$ cat src/rtl/clk_div_pkg.sv
// Shared defaults for the multi-channel clock divider and the ld_ch width helper.
package clk_div_pkg;
  localparam int          NCH_DEF  = 4;
  localparam int          CW_DEF   = 32;
  localparam int unsigned HALF_1HZ = 12_500_000;  // 1 Hz output from a 25 MHz clock

  // Channel-select width; a single channel still gets a 1-bit select.
  function automatic int ch_w(input int n);
    return (n > 1) ? $clog2(n) : 1;
  endfunction
endpackage

$ cat src/rtl/clk_div_ch.sv
// One divider channel: counts enabled cycles, toggles clk_out every eff(half) cycles,
// and swaps in a pending half-period only on a wrap edge.
module clk_div_ch
  import clk_div_pkg::*;
#(
  parameter int          CW       = CW_DEF,
  parameter int unsigned HALF_RST = HALF_1HZ
) (
  input  logic          clk,
  input  logic          rst,
  input  logic          en,
  input  logic          ld,
  input  logic [CW-1:0] ld_val,
  output logic          clk_out,
  output logic          tick,
  output logic          pend
);
  localparam logic [CW-1:0] HALF_INIT = CW'(HALF_RST);

  logic [CW-1:0] cnt_q, cnt_d, half_q, half_d, nxt_q, nxt_d, last;
  logic          clk_out_q, clk_out_d, tick_q, tick_d, pend_q, pend_d, wrap;

  always_comb begin
    // half==0 behaves as 1, so the terminal count is 0 in both cases
    last      = (half_q == '0) ? '0 : half_q - CW'(1);
    wrap      = en && (cnt_q == last);
    cnt_d     = cnt_q;
    half_d    = half_q;
    nxt_d     = nxt_q;
    pend_d    = pend_q;
    clk_out_d = clk_out_q;
    tick_d    = wrap;
    if (en) cnt_d = wrap ? '0 : cnt_q + CW'(1);
    if (wrap) clk_out_d = ~clk_out_q;
    // A load on a wrap edge wins: the older pending value is dropped, not applied.
    if (ld) begin
      nxt_d  = ld_val;
      pend_d = 1'b1;
    end else if (wrap && pend_q) begin
      half_d = nxt_q;
      pend_d = 1'b0;
    end
  end

  always_ff @(posedge clk or posedge rst) begin
    if (rst) begin
      cnt_q     <= '0;
      half_q    <= HALF_INIT;
      nxt_q     <= HALF_INIT;
      pend_q    <= 1'b0;
      clk_out_q <= 1'b0;
      tick_q    <= 1'b0;
    end else begin
      cnt_q     <= cnt_d;
      half_q    <= half_d;
      nxt_q     <= nxt_d;
      pend_q    <= pend_d;
      clk_out_q <= clk_out_d;
      tick_q    <= tick_d;
    end
  end

  assign clk_out = clk_out_q;
  assign tick    = tick_q;
  assign pend    = pend_q;
endmodule

$ cat src/rtl/clk_div_multi.sv
// NCH independent programmable clock dividers; the top only decodes the load strobe.
module clk_div_multi
  import clk_div_pkg::*;
#(
  parameter int          NCH      = NCH_DEF,
  parameter int          CW       = CW_DEF,
  parameter int unsigned HALF_RST = HALF_1HZ
) (
  input  logic                   clk,
  input  logic                   rst,
  input  logic [NCH-1:0]         en,
  input  logic                   ld,
  input  logic [ch_w(NCH)-1:0]   ld_ch,
  input  logic [CW-1:0]          ld_val,
  output logic [NCH-1:0]         clk_out,
  output logic [NCH-1:0]         tick,
  output logic [NCH-1:0]         pend
);
  localparam int CHW = ch_w(NCH);

  logic [NCH-1:0] ld_dec;

  // Selects >= NCH match no channel and are dropped here.
  always_comb begin
    ld_dec = '0;
    for (int i = 0; i < NCH; i++)
      if (ld && (ld_ch == CHW'(i))) ld_dec[i] = 1'b1;
  end

  for (genvar g = 0; g < NCH; g++) begin : g_ch
    clk_div_ch #(.CW(CW), .HALF_RST(HALF_RST)) u_ch (
      .clk     (clk),
      .rst     (rst),
      .en      (en[g]),
      .ld      (ld_dec[g]),
      .ld_val  (ld_val),
      .clk_out (clk_out[g]),
      .tick    (tick[g]),
      .pend    (pend[g])
    );
  end
endmodule

$ cat config.mk
export PLATFORM = sky130hd
export DESIGN_NAME = clk_div_multi
export DESIGN_NICKNAME = d
export VERILOG_FILES = /design/src/rtl/clk_div_pkg.sv /design/src/rtl/clk_div_ch.sv /design/src/rtl/clk_div_multi.sv
export SDC_FILE = /design/constraint.sdc
export NUM_CORES = 1
export LEC_CHECK = 0
export ABC_AREA = 1
export CAP_MARGIN = 20
export CORE_MARGIN = 3
export CORE_UTILIZATION = 45
export DETAILED_ROUTE_END_ITERATION = 8
export PLACE_DENSITY = 0.7
export SETUP_SLACK_MARGIN = 0.05
export SLEW_MARGIN = 20
export SYNTH_ARGS = -nofsm -noshare
export SYNTH_HDL_FRONTEND = slang
export SYNTH_SLANG_ARGS = --single-unit
$ cat constraint.sdc
create_clock -name clk -period 39.9 [get_ports clk]
set_input_delay 5.985 -clock clk [delete_from_list [all_inputs] [get_ports clk]]
set_output_delay 5.985 -clock clk [all_outputs]
set_load 0.05 [all_outputs]
==> flow_metrics.env <==
export IMPL_rows=84
export IMPL_critPathBufInv=3
export IMPL_cts_setup_buffers=0
export IMPL_place_area_um2=25100
export IMPL_fin_total_pwr_mw=1.02
export IMPL_p_seq_share_pct=46.8
export IMPL_slowest_delay_ns=0.86
export IMPL_rr_endpoint="g_ch[2].u_ch.half_q[22]$_DFFE_PP0P_"
export IMPL_grt_usage_pct=23.0
export IMPL_hold_path_class="reg -> reg"
export IMPL_syn_nets=3600
export IMPL_yosysWarnings=0
export IMPL_grt_start_max_net_pins=166
export IMPL_peakVddDrop_uv=31.1
export IMPL_outcome="finished clean"
export IMPL_relSlewSlack_pct=32.5
export IMPL_cap_violations=0
export IMPL_drt_iter0_markers=1947
export IMPL_wl_um=64500
export IMPL_cts_max_level=2
export IMPL_crit_family="buffers and inverters"
export IMPL_layout_setup_ws_ns=31.19
export IMPL_whs_path_depth=2
export IMPL_reg2reg_from="g_ch[2].u_ch.half_q[0]$_DFFE_PP0P_"
export IMPL_cts_repair_resize_count=0
export IMPL_p_int_mw=0.741
export IMPL_die_area_um2=56800
export IMPL_syn_to_final_growth_pct=9.96
export IMPL_syn_avg_cell_area_um2=6.84
export IMPL_ys_ff_latch=396
export IMPL_post_route_period_util_pct=21.8
export IMPL_cts_buffer_depth=3
export IMPL_syn_area_um2=24300
export IMPL_numCtsBuffers=44
export IMPL_hold_viol_final=0
export IMPL_clk_pin_slew_ns=0.06
export IMPL_num_vias=22400
export IMPL_ff2ff_path_depth=14
export IMPL_slowest_stage="nand2_1"
export IMPL_clkLatencyLatePin_ns=0.60
export IMPL_path_cells="clkdlybuf4s50_1, nand3_2, buf_4, nand2_1, inv_1, nand2_1, nand2_1, nand2_1"
export IMPL_nFillCells=5365
export IMPL_clock_sinks=396
export IMPL_die_h_um=238
export IMPL_critPathLaunch="ld_ch[0]"
export IMPL_power_leakage_nw=13.7
export IMPL_fin_nets=3593
export IMPL_drv_slew=0
export IMPL_fin_crit_ns=8.71
export IMPL_final_util_pct=50.4
export IMPL_final_setup_tns_ns=0
export IMPL_gp_congestion=0.934
export IMPL_die_x_um=238
export IMPL_setup_viol=0
export IMPL_synth_top_cell_area_share_pct=30.9
export IMPL_powerDensity_nw_per_um2=38.2
export IMPL_synth_cell_types=38
export IMPL_crit_path_start_kind="input pin"
export IMPL_critical_path_class="in -> reg"
export IMPL_post_route_drc_count=0
export IMPL_gr_total_overflow=0
export IMPL_vias_per_cell=5.25
export IMPL_syn_inst=3551
export IMPL_grt_pass1_vias=20800
export IMPL_fin_skew_ns=0.0378
export IMPL_clkPwrFrac_pct=42.4
export IMPL_combPwrFrac_pct=10.8
export IMPL_cts_tree="built"
export IMPL_worst_slew_pin_slew_ns=1.01
export IMPL_first_pass_iters=7
export IMPL_cp_max_fo=66
export IMPL_port_buffers=52
export IMPL_grt_first_pass_wirelength_um=107000
export IMPL_drive_gt1_share_pct=7.01
export IMPL_finalInstanceArea_um2=26700
export IMPL_path_common_cell="nand2_1"
export IMPL_power_switching_mw=0.279
export IMPL_dp_slack_ns=30.61
export IMPL_endpoint_kind="register"
export IMPL_yosysTopAreaCell="dfrtp_1"
export IMPL_hold_buffers=0
export IMPL_arrival_ns=9.17
export IMPL_timing_hold_ws_ns=0.455
export IMPL_place_hpwl_um=47000
export IMPL_dpl_cell_count=4185
export IMPL_cts_root_buf="clkbuf_16"
export IMPL_layoutNonFillerInstCount=4268
export IMPL_grt_setup_unrepaired="no"
export IMPL_ys_seq_area_share_pct=41.3
export IMPL_clock_fmax_mhz=115
export IMPL_power_switching_share_pct=27.3
export IMPL_core_area_um2=53000
export IMPL_cp_depth=8
export IMPL_grt_antenna_before_repair=4
export IMPL_antenna_left=0
export IMPL_routedWlPerCell_um=15.1
export IMPL_synth_area_top_cells="dfrtp_1, nand2_1, dfstp_2"
export IMPL_crit_end="g_ch[3].u_ch.half_q[24]$_DFFE_PP0P_"
export IMPL_crit_required_ns=40.37
export IMPL_initial_core_util_pct=45.9
export IMPL_ios=53
export IMPL_rrSetupSlack_ns=35.37
[cell families after synthesis]
group / Yosys count / synth area share (%)
adders and majority gates: 8 / 0.412
xor gates and xnor gates: 109 / 3.93
AOI/OAI and AO/OA: 255 / 5.69
DFF: 396 / 41.3
and+or+nand+nor: 2279 / 39.9
buffers and inverters: 504 / 8.76
[worst min-delay path by stage]
stage	start	end	slack, ns
floorplan	g_ch[0].u_ch.half_q[1]$_DFFE_PP0P_	g_ch[0].u_ch.half_q[1]$_DFFE_PP0P_	0.44
global placement	g_ch[1].u_ch.clk_out$_DFFE_PP0N_	g_ch[1].u_ch.clk_out$_DFFE_PP0N_	0.46
detailed placement	g_ch[1].u_ch.clk_out$_DFFE_PP0N_	g_ch[1].u_ch.clk_out$_DFFE_PP0N_	0.47
CTS	g_ch[1].u_ch.nxt_q[17]$_DFFE_PP1P_	g_ch[1].u_ch.half_q[17]$_DFFE_PP1P_	0.46
global route	g_ch[1].u_ch.clk_out$_DFFE_PP0N_	g_ch[1].u_ch.clk_out$_DFFE_PP0N_	0.49
finish	g_ch[1].u_ch.nxt_q[17]$_DFFE_PP1P_	g_ch[1].u_ch.half_q[17]$_DFFE_PP1P_	0.46
[power by group through the flow]
stage / sequential, mW / clock (mW) / combinational [mW]
6_report: 0.477 / 0.433 / 0.110
5_1_grt: 0.482 / 0.457 / 0.128
4_1_cts: 0.477 / 0.441 / 0.111
3_5_place_dp: 0.483 / 0 / 0.110
3_3_place_gp: 0.483 / 0 / 0.108
2_1_floorplan: 0.472 / 0 / 0.0837
[layout by cell type, fill, tap and decap left out, types with 5 or more instances in the layout]
cell type and n:
a21oi_1 21, buf_4 11, bufinv_16 5, clkbuf_1 11
clkbuf_16 45, clkbuf_8 9, clkdlybuf4s50_1 52, dfrtp_1 300
dfstp_2 96, ha_1 8, inv_1 372, inv_2 12
nand2_1 1157, nand2_2 10, nand3_1 324, nand3_2 8
nand3b_1 8, nand4_1 137, nor2_1 520, nor2_2 19
nor2_4 9, nor3_1 60, nor4_1 13, o21ai_0 186
o21bai_1 31, o22ai_1 6, or2_2 5, xnor2_1 11
xor2_1 98
[sequential cells by signal, summed over array words and instances, names as in the netlist]
| name | cells |
|---|---|
| g_ch.u_ch.half_q | 128 |
| g_ch.u_ch.tick | 4 |
| g_ch.u_ch.cnt_q | 128 |
| g_ch.u_ch.clk_out | 4 |
| g_ch.u_ch.nxt_q | 128 |
| g_ch.u_ch.pend | 4 |
[layout make-up]
cell class | instances | area (µm²) | share of cell area [%]
diodes | 1 | 2.50 | 0.00937
clock buffers | 65 | 1290 | 4.83
clock inverters | 16 | 256 | 0.960
inverters | 386 | 1460 | 5.45
multi-input cells | 2651 | 12200 | 45.6
flip-flops and latches | 396 | 10000 | 37.6
well taps | 688 | 861 | 3.22
repair buffers | 65 | 638 | 2.39
[worst min-delay path: stages, from the launching register on]
cell and delay, ns:
dfstp_2 0.36, nand3_1 0.07, nand2_1 0.05
[synthesized netlist by cell type (all sizes together)]
| master | number |
|---|---|
| o22ai | 6 |
| o21a | 1 |
| dfrtp | 300 |
| o2111ai | 3 |
| nor3 | 60 |
| a31oi | 2 |
| nand3 | 333 |
| and3 | 1 |
| nor3b | 1 |
| clkinv | 1 |
| nand2 | 1167 |
| inv | 385 |
| or2 | 5 |
| dfstp | 96 |
| buf | 73 |
| nand4 | 139 |
| ha | 8 |
| a21oi | 21 |
| o21ai | 190 |
| o21bai | 31 |
| and2 | 1 |
| clkbuf | 45 |
| nand3b | 8 |
| nor2 | 551 |
| xnor2 | 11 |
| a31o | 1 |
| nor4 | 13 |
| xor2 | 98 |
[metal layers]
| metal | share of wire, % | wire length (µm) | track usage [%] |
|---|---|---|---|
| met5 | 0.028 | 18 | 0 |
| met4 | 2.6 | 1670 | 6.60 |
| met3 | 6.5 | 4180 | 3.77 |
| met2 | 44 | 28300 | 35.7 |
| met1 | 47 | 30400 | 33.2 |
Power figures use the tool's default switching activity.
